$ cat config.mk
export PLATFORM = sky130hd
export DESIGN_NAME = async_fifo
export DESIGN_NICKNAME = d
export VERILOG_FILES = /design/src/rtl/async_fifo_pkg.sv /design/src/rtl/fifo_sync2.sv /design/src/rtl/async_fifo.sv
export SDC_FILE = /design/constraint.sdc
export NUM_CORES = 1
export LEC_CHECK = 0
export ABC_CLOCK_PERIOD_IN_PS = 8850
export CORE_MARGIN = 8
export CORE_UTILIZATION = 57
export DETAILED_ROUTE_END_ITERATION = 8
export HOLD_SLACK_MARGIN = 0.02
export PLACE_DENSITY = 0.75
export SLEW_MARGIN = 15
export SYNTH_ARGS = -nofsm -noshare
export SYNTH_HDL_FRONTEND = slang
export SYNTH_SLANG_ARGS = --single-unit
$ cat constraint.sdc
create_clock -name clk -period 8.85 [get_ports clk]
set_clock_uncertainty 0.2 [all_clocks]
set_input_delay 1.77 -clock clk [delete_from_list [all_inputs] [get_ports clk]]
set_output_delay 1.77 -clock clk [all_outputs]
set_load 0.01 [all_outputs]
$ cat src/rtl/async_fifo_pkg.sv
// async_fifo_pkg
//   Shared helpers for the Gray-pointer FIFO: default geometry, the
//   address-width helper and binary/Gray conversion functions.
//   The conversion functions operate on 32-bit values; callers cast to
//   their own pointer width (pointer widths never exceed 32 bits).
package async_fifo_pkg;

  localparam int DEF_WIDTH = 32;
  localparam int DEF_DEPTH = 16;

  // Number of address bits needed to index 'depth' entries.
  function automatic int addr_w(input int depth);
    return $clog2(depth);
  endfunction

  function automatic logic [31:0] bin2gray(input logic [31:0] b);
    return b ^ (b >> 1);
  endfunction

  function automatic logic [31:0] gray2bin(input logic [31:0] g);
    logic [31:0] b;
    b[31] = g[31];
    for (int i = 30; i >= 0; i--) begin
      b[i] = b[i+1] ^ g[i];
    end
    return b;
  endfunction

endpackage

$ cat src/rtl/fifo_sync2.sv
// fifo_sync2
//   Two-flop synchronizer for a multi-bit Gray-coded pointer.
//   Ports:
//     clk    - sampling clock
//     rst_n  - asynchronous active-low reset, clears both stages to 0
//     d_i    - value to synchronize
//     q_o    - value after two register stages
module fifo_sync2 #(
  parameter int W = 5
) (
  input  logic         clk,
  input  logic         rst_n,
  input  logic [W-1:0] d_i,
  output logic [W-1:0] q_o
);

  logic [W-1:0] s1_q;
  logic [W-1:0] s2_q;

  always_ff @(posedge clk or negedge rst_n) begin
    if (!rst_n) begin
      s1_q <= '0;
      s2_q <= '0;
    end else begin
      s1_q <= d_i;
      s2_q <= s1_q;
    end
  end

  assign q_o = s2_q;

endmodule

$ cat src/rtl/async_fifo.sv
// async_fifo
//   Single-clock FIFO with Gray-coded pointers, DEPTH x WIDTH storage.
//   Build option: define ASYNC_FIFO_SYNC_EN to route each Gray pointer
//   through a 2-flop synchronizer before the opposite-side flag compare
//   (dual-clock-ready structure, flags lag by 2 cycles but stay
//   conservative). Undefined: pointers are compared directly.
//   Ports:
//     clk    - clock, rising edge
//     rst_n  - asynchronous active-low reset
//     din    - write data, taken when wr_en && !full
//     wr_en  - write request
//     rd_en  - read request, taken when !empty
//     dout   - registered read data (1-cycle latency, holds otherwise)
//     full   - registered, writes ignored while high
//     empty  - registered, reads ignored while high
//   DEPTH must be a power of two and >= 4; WIDTH >= 1.
module async_fifo
  import async_fifo_pkg::*;
#(
  parameter int WIDTH = DEF_WIDTH,
  parameter int DEPTH = DEF_DEPTH
) (
  input  logic             clk,
  input  logic             rst_n,
  input  logic [WIDTH-1:0] din,
  input  logic             wr_en,
  input  logic             rd_en,
  output logic [WIDTH-1:0] dout,
  output logic             full,
  output logic             empty
);

  localparam int AW = addr_w(DEPTH);
  localparam int PW = AW + 1;

  typedef logic [PW-1:0] ptr_t;

  logic [WIDTH-1:0] mem [DEPTH];

  ptr_t wbin_q, wbin_d, wgray_q, wgray_d;
  ptr_t rbin_q, rbin_d, rgray_q, rgray_d;
  ptr_t wgray_s, rgray_s;

  logic             wr_acc, rd_acc;
  logic             full_q, full_d, empty_q, empty_d;
  logic [WIDTH-1:0] dout_q, dout_d;

  always_comb begin
    wr_acc  = wr_en & ~full_q;
    rd_acc  = rd_en & ~empty_q;
    wbin_d  = wbin_q + PW'(wr_acc);
    rbin_d  = rbin_q + PW'(rd_acc);
    wgray_d = wr_acc ? ptr_t'(bin2gray(32'(wbin_d))) : wgray_q;
    rgray_d = rd_acc ? ptr_t'(bin2gray(32'(rbin_d))) : rgray_q;
    dout_d  = rd_acc ? mem[rbin_q[AW-1:0]] : dout_q;
    // Flags use post-increment pointers so own-side assertion is immediate.
    empty_d = (rgray_d == wgray_s);
    // Gray full test: top two bits inverted, remaining bits equal.
    full_d  = (wgray_d == {~rgray_s[PW-1:PW-2], rgray_s[PW-3:0]});
  end

`ifdef ASYNC_FIFO_SYNC_EN
  // Synchronizers sample the next-state Gray value, so the first stage
  // mirrors the source pointer register and the opposite-side flag sees
  // the update two edges later.
  fifo_sync2 #(.W(PW)) u_wsync (
    .clk   (clk),
    .rst_n (rst_n),
    .d_i   (wgray_d),
    .q_o   (wgray_s)
  );

  fifo_sync2 #(.W(PW)) u_rsync (
    .clk   (clk),
    .rst_n (rst_n),
    .d_i   (rgray_d),
    .q_o   (rgray_s)
  );
`else
  assign wgray_s = wgray_d;
  assign rgray_s = rgray_d;
`endif

  always_ff @(posedge clk or negedge rst_n) begin
    if (!rst_n) begin
      wbin_q  <= '0;
      wgray_q <= '0;
      rbin_q  <= '0;
      rgray_q <= '0;
      full_q  <= 1'b0;
      empty_q <= 1'b1;
      dout_q  <= '0;
    end else begin
      wbin_q  <= wbin_d;
      wgray_q <= wgray_d;
      rbin_q  <= rbin_d;
      rgray_q <= rgray_d;
      full_q  <= full_d;
      empty_q <= empty_d;
      dout_q  <= dout_d;
    end
  end

  // Storage is never reset; its contents are unobservable until written.
  always_ff @(posedge clk) begin
    if (wr_acc) begin
      mem[wbin_q[AW-1:0]] <= din;
    end
  end

  assign dout  = dout_q;
  assign full  = full_q;
  assign empty = empty_q;

endmodule

; Word-level counts from Yosys, hierarchy flattened
; Memories as Yosys holds them, arrays and structs flattened. A register that Yosys moved wholly into a read port is not among the register bits.
; Cells that the tools add are included.
[word_totals]
regBits = 22
mem_bits_rw = 512
inputBits = 36
wordCells = 23
mem_count = 1
[memory_table]
columns = memory, words, word_bits, read_ports, rd_ports_with_merged_regs, write_ports, line
row1 = mem, 16, 32, 1, 1, 1, async_fifo.sv:38  ; logic [WIDTH-1:0] mem [DEPTH];
[classes]
n_addsub = 2
n_eq_ne = 2
n_mux = 4
bitwise_logic = 7
n_reduce_logical = 1
[op_table]
columns = cell, count
row1 = adder 5 x 1 -> 5 bit, 2
row2 = equality test 5 bit, 2
row3 = two-way mux 5 bit, 2
row4 = bitwise XOR 5 x 4 -> 5 bit, 2
row5 = bitwise AND 1 bit, 2
row6 = two-way mux 1 bit, 2
row7 = inverter 1 bit, 2
row8 = inverter 2 bit, 1
row9 = zero test 1 bit, 1

; Depth between registers and ports, before layout
[depth]
depth_word = 7
ltp_mapped = 11
ltp_nobuf = 10

; Least setup slack after synthesis
; OpenSTA, ideal clock, no wires.
[synth_timing]
path_kind = input -> register
start = input port wr_en
end = memory mem[0][0] in the netlist's numbering, enable pin
t_arrival_ps = 4553
required_time_ps = 8189
setup_slack_ps = 3636
path_stages = 4
path_buffers = 1
cell_sequence = nand2b_1 buf_2 or3_1 nor3_1
[synth_between]
elab_chain_cells = 3
[synth_rtl]
columns = item, line
row1 = start: declaration, async_fifo.sv:26  ; input logic wr_en,
row2 = bitwise AND 1 bit, async_fifo.sv:49  ; wr_acc = wr_en & ~full_q;
row3 = two-way mux 1 bit, async_fifo.sv:106  ; if (wr_acc) begin
row4 = two-way mux 1 bit (implied by the code), async_fifo.sv:107  ; mem[wbin_q[AW-1:0]] <= din;
row5 = end: declaration, async_fifo.sv:38
; Every way passes these cells.

; Final worst setup path
[layout_timing]
start = input port rd_en
end = register full_q (netlist: full)
[layout_lines]
columns = item, line
row1 = start: declaration, async_fifo.sv:27  ; input logic rd_en,
row2 = bitwise AND 1 bit, async_fifo.sv:50  ; rd_acc = rd_en & ~empty_q;
row3 = adder 5 x 1 -> 5 bit, async_fifo.sv:52  ; rbin_d = rbin_q + PW'(rd_acc);
row4 = net rbin_d[2], async_fifo.sv:41  ; ptr_t rbin_q, rbin_d, rgray_q, rgray_d;
row5 = bitwise XOR 5 x 4 -> 5 bit, async_fifo_pkg.sv:17  ; return b ^ (b >> 1);
row6 = two-way mux 5 bit, async_fifo.sv:54  ; rgray_d = rd_acc ? ptr_t'(bin2gray(32'(rbin_d))) : rgray_q;
row7 = net rgray_d[1], async_fifo.sv:41
row8 = equality test 5 bit, async_fifo.sv:59  ; full_d = (wgray_d == {~rgray_s[PW-1:PW-2], rgray_s[PW-3:0]});
row9 = net full_d, async_fifo.sv:45  ; logic full_q, full_d, empty_q, empty_d;
row10 = end signal: assignment, async_fifo.sv:98  ; full_q <= full_d;
row11 = end: declaration, async_fifo.sv:45
; The timed path passes the listed nets, and every way through them passes these cells.

==> run_results.csv <==
group,metric,value,unit
outcome,status,"finished, final reports clean",
flow_run,maxCapViolations,0,
clock_tree,cts_buffers,54,
worst_setup_path,slowest_stage,"nand2b_4",
timing,worst_slew_pin_slew,1.18,ns
timing,setup_violations,0,
timing,period_minus_slack,4.62,ns
synth,syn_avg_cell_area,22.0,um^2
synth,synth_commonest_cells,"edfxtp_1 (512), mux4_2 (128), dfrtp_1 (53)",
grt,grt_use_total,19.2,%
synth,async_reset_ff_share,9.54,%
power,p_leak,7.98,nW
worst_setup_path,worstPathArrival,4.94,ns
synth,synth_cells,977,
synth,synth_top_area_cell,"edfxtp_1",
die,initial_core_util,57.5,%
die,row_count,71,
worst_setup_path,cp_data_required_time,9.17,ns
routing,wl_met2,20900,um
routing,drtAntennaViolNets,0,
synth,synth.top_cell.area_share,71.5,%
die,die_area,44200,um^2
die,io_pins,70,
worst_setup_path,cp_max_fo,70,
clock_tree,h-tree-depth,2,
cells_and_area,fillerInstances,2397,
worst_setup_path,cp-end-kind,"register",
timing,hold_violations,0,
clock_tree,post-cts-setup-buffers,0,
worst_setup_path,crit_chain,"clkdlybuf4s50_1, nand2b_4, inv_1, ha_1, ha_1, xor2_1, nor2_1, o31ai_2, xor2_1, or3_1, and3b_1",
synth,synth.most_common_cell,"edfxtp_1",
cells_and_area,area_delta_synth_final,14.3,%
timing,totalNegativeSetupSlack,0,ns
placed_design,gp_congestion,0.730,
routing,wire_per_inst,25.8,um
clock_tree,clkLatencyLatePin,0.58,ns
clock_tree,clk_path_buf_depth,3,
clock_tree,cts_resized,0,
grt,first_global_vias,10533,
grt,grt_remaining_overflow,0,
clock_tree,cts_root_buf,"clkbuf_16",
synth,synth_area,21500,um^2
routing,via_per_inst,6.11,
routing,firstDrtPassIters,5,
placed_design,place_hpwl,21800,um
routing,vias,9945,
clock_tree,hold_buffers,0,
worst_setup_path,startpoint_type,"primary input",
grt,grt_pass1_wl,63800,um
synth,synthFlopType,"edfxtp_1",
routing,wl,41900,um
die,die-width,210,um
routing,top_layer,"met4",
hold_path,hold_path_class,"register to register",
worst_setup_path,critPathKind,"primary input to register",
placed_design,port_buffers,69,
cells_and_area,drive_gt1_share,25.0,%
synth,ys_seq_area_share,77.8,%
synth,synthDistinctLibCells,37,
worst_setup_path,cpPeakStageDelay,0.56,ns
timing,period_share,52.2,%
clock_tree,cts.clk_slew.worst_paths,0.06,ns
power,ir_worst_vdd,254,uV
timing,drv_slew,0,
synth,synth-seq-cells,566,
cells_and_area,antennaDiodeCount,0,
clock_tree,cts_tree,"built",
clock_tree,cts.sinks,566,
synth,synthTopCellsByArea,"edfxtp_1 (71%), mux4_2 (13%), dfrtp_1 (6.2%), a221oi_2 (1.5%), a22o_1 (1.3%)",
timing,fmax,0.216,GHz
synth,synth_edf_count,512,
routing,wl_met1,17500,um
routing,drtIter0Drc,849,
timing,rsz0062_at_grt,"no",
cells_and_area,seq_area,16700,um^2
grt,antenna_found_initial,0,
synth,syn-num-nets,1017,
timing,maxSlewHeadroom,21.3,%
cells_and_area,nets,1111,
power,total_power,0.00798,W
power,power_density,325,nW/um^2
cells_and_area,multi_input_area,4590,um^2
die,coreArea,37400,um^2
routing,drc_errors,0,
synth,ys_warn_count,0,
routing,wl_met3,2630,um
grt,grt_max_degree,103,
die,die_height,210,um
## registers in the layout, summed over array words and instances (netlist names)
signal   cells
mem        512
dout        32
rbin_q       5
rgray_q      5
wbin_q       5
wgray_q      5
empty        1
full         1
## cell type report
type                       instances  area share (%)
inverter                           9           0.137
tap                              511            2.60
multi-input combinational        346            18.7
clock inverter                    38            1.00
clock buffer                      63            5.90
sequential                       566            68.1
timing repair buffer              94            3.60
## cell usage in the layout, fill, tap and decap left out, types with 9 or more instances in the layout
cell / n
nor2_4: 13
nand2_1: 42
clkinv_1: 17
mux4_2: 128
clkbuf_16: 57
xor2_1: 10
xnor2_1: 9
o21ai_1: 32
clkinv_2: 17
buf_4: 24
a22o_1: 32
edfxtp_1: 512
a221oi_1: 11
a221oi_2: 21
clkdlybuf4s50_1: 68
dfrtp_1: 51
## where the power goes
part,switching (W),leakage (nW),internal (W),total [W]
Clock,0.000944,0.845,0.00125,0.00220
Combinational,0.00119,1.84,0.00107,0.00226
Sequential,0.000212,5.29,0.00332,0.00353
Total,0.00235,7.98,0.00564,0.00798
## worst paths after layout
kind / startpoint / end / slack [ns] / cells after the start
max: rd_en / full / 4.23 / 11
min in group asynchronous: rst_n / dout[2] / 1.15 / 2
min reg2reg: dout[31] / dout[31] / 0.28 / 2
max in group asynchronous: rst_n / rbin_q[1] / 6.73 / 2
max reg2reg: rbin_q[1] / dout[8] / 5.06 / 6
min: dout[31] / dout[31] / 0.28 / 2
## through the flow
step / setup WS [ns] / hold WS, ns / cell area (um^2) / util [%] / std cells
5_1_grt: 3.94 / 0.297 / 24600 / 65.7 / 1627
2_1_floorplan: 3.64 / 0.250 / 21500 / - / 977
6_report: 4.23 / 0.280 / 24600 / 65.7 / 1627
3_5_place_dp: 3.60 / 0.276 / 22900 / 61.2 / 1526
4_1_cts: 4.20 / 0.290 / 24600 / 65.7 / 1627
3_3_place_gp: 3.71 / 0.266 / 22900 / 61.2 / 1526
## routing by layer
metal	vias up	global-route usage (%)
met1	5268	26.1
li1	4255	-
met3	68	3.18
met5	-	0
met2	354	32.0
met4	0	5.83
## critical path, delay by kind of cell
kind,cells,cell delay (ns)
AO/OA/AOI/OAI,1,0.28
XOR/XNOR,2,0.38
adder cells (fa/ha/maj),2,0.57
buffers and inverters,2,0.70
AND/OR/NAND/NOR,4,1.22
## kinds of logic (layout without fill, tap and decap cells)
logic type | after synthesis | in the layout | synth area share [%]
xor+xnor | 19 | 19 | 0.774
buf+inv | 65 | 204 | 1.55
compound gates | 109 | 109 | 4.42
flops | 566 | 566 | 77.8
fa+ha+maj | 4 | 4 | 0.233
simple gates | 83 | 83 | 1.71
mux | 131 | 131 | 13.5
Note: power is estimated with default switching activity, not from simulation.
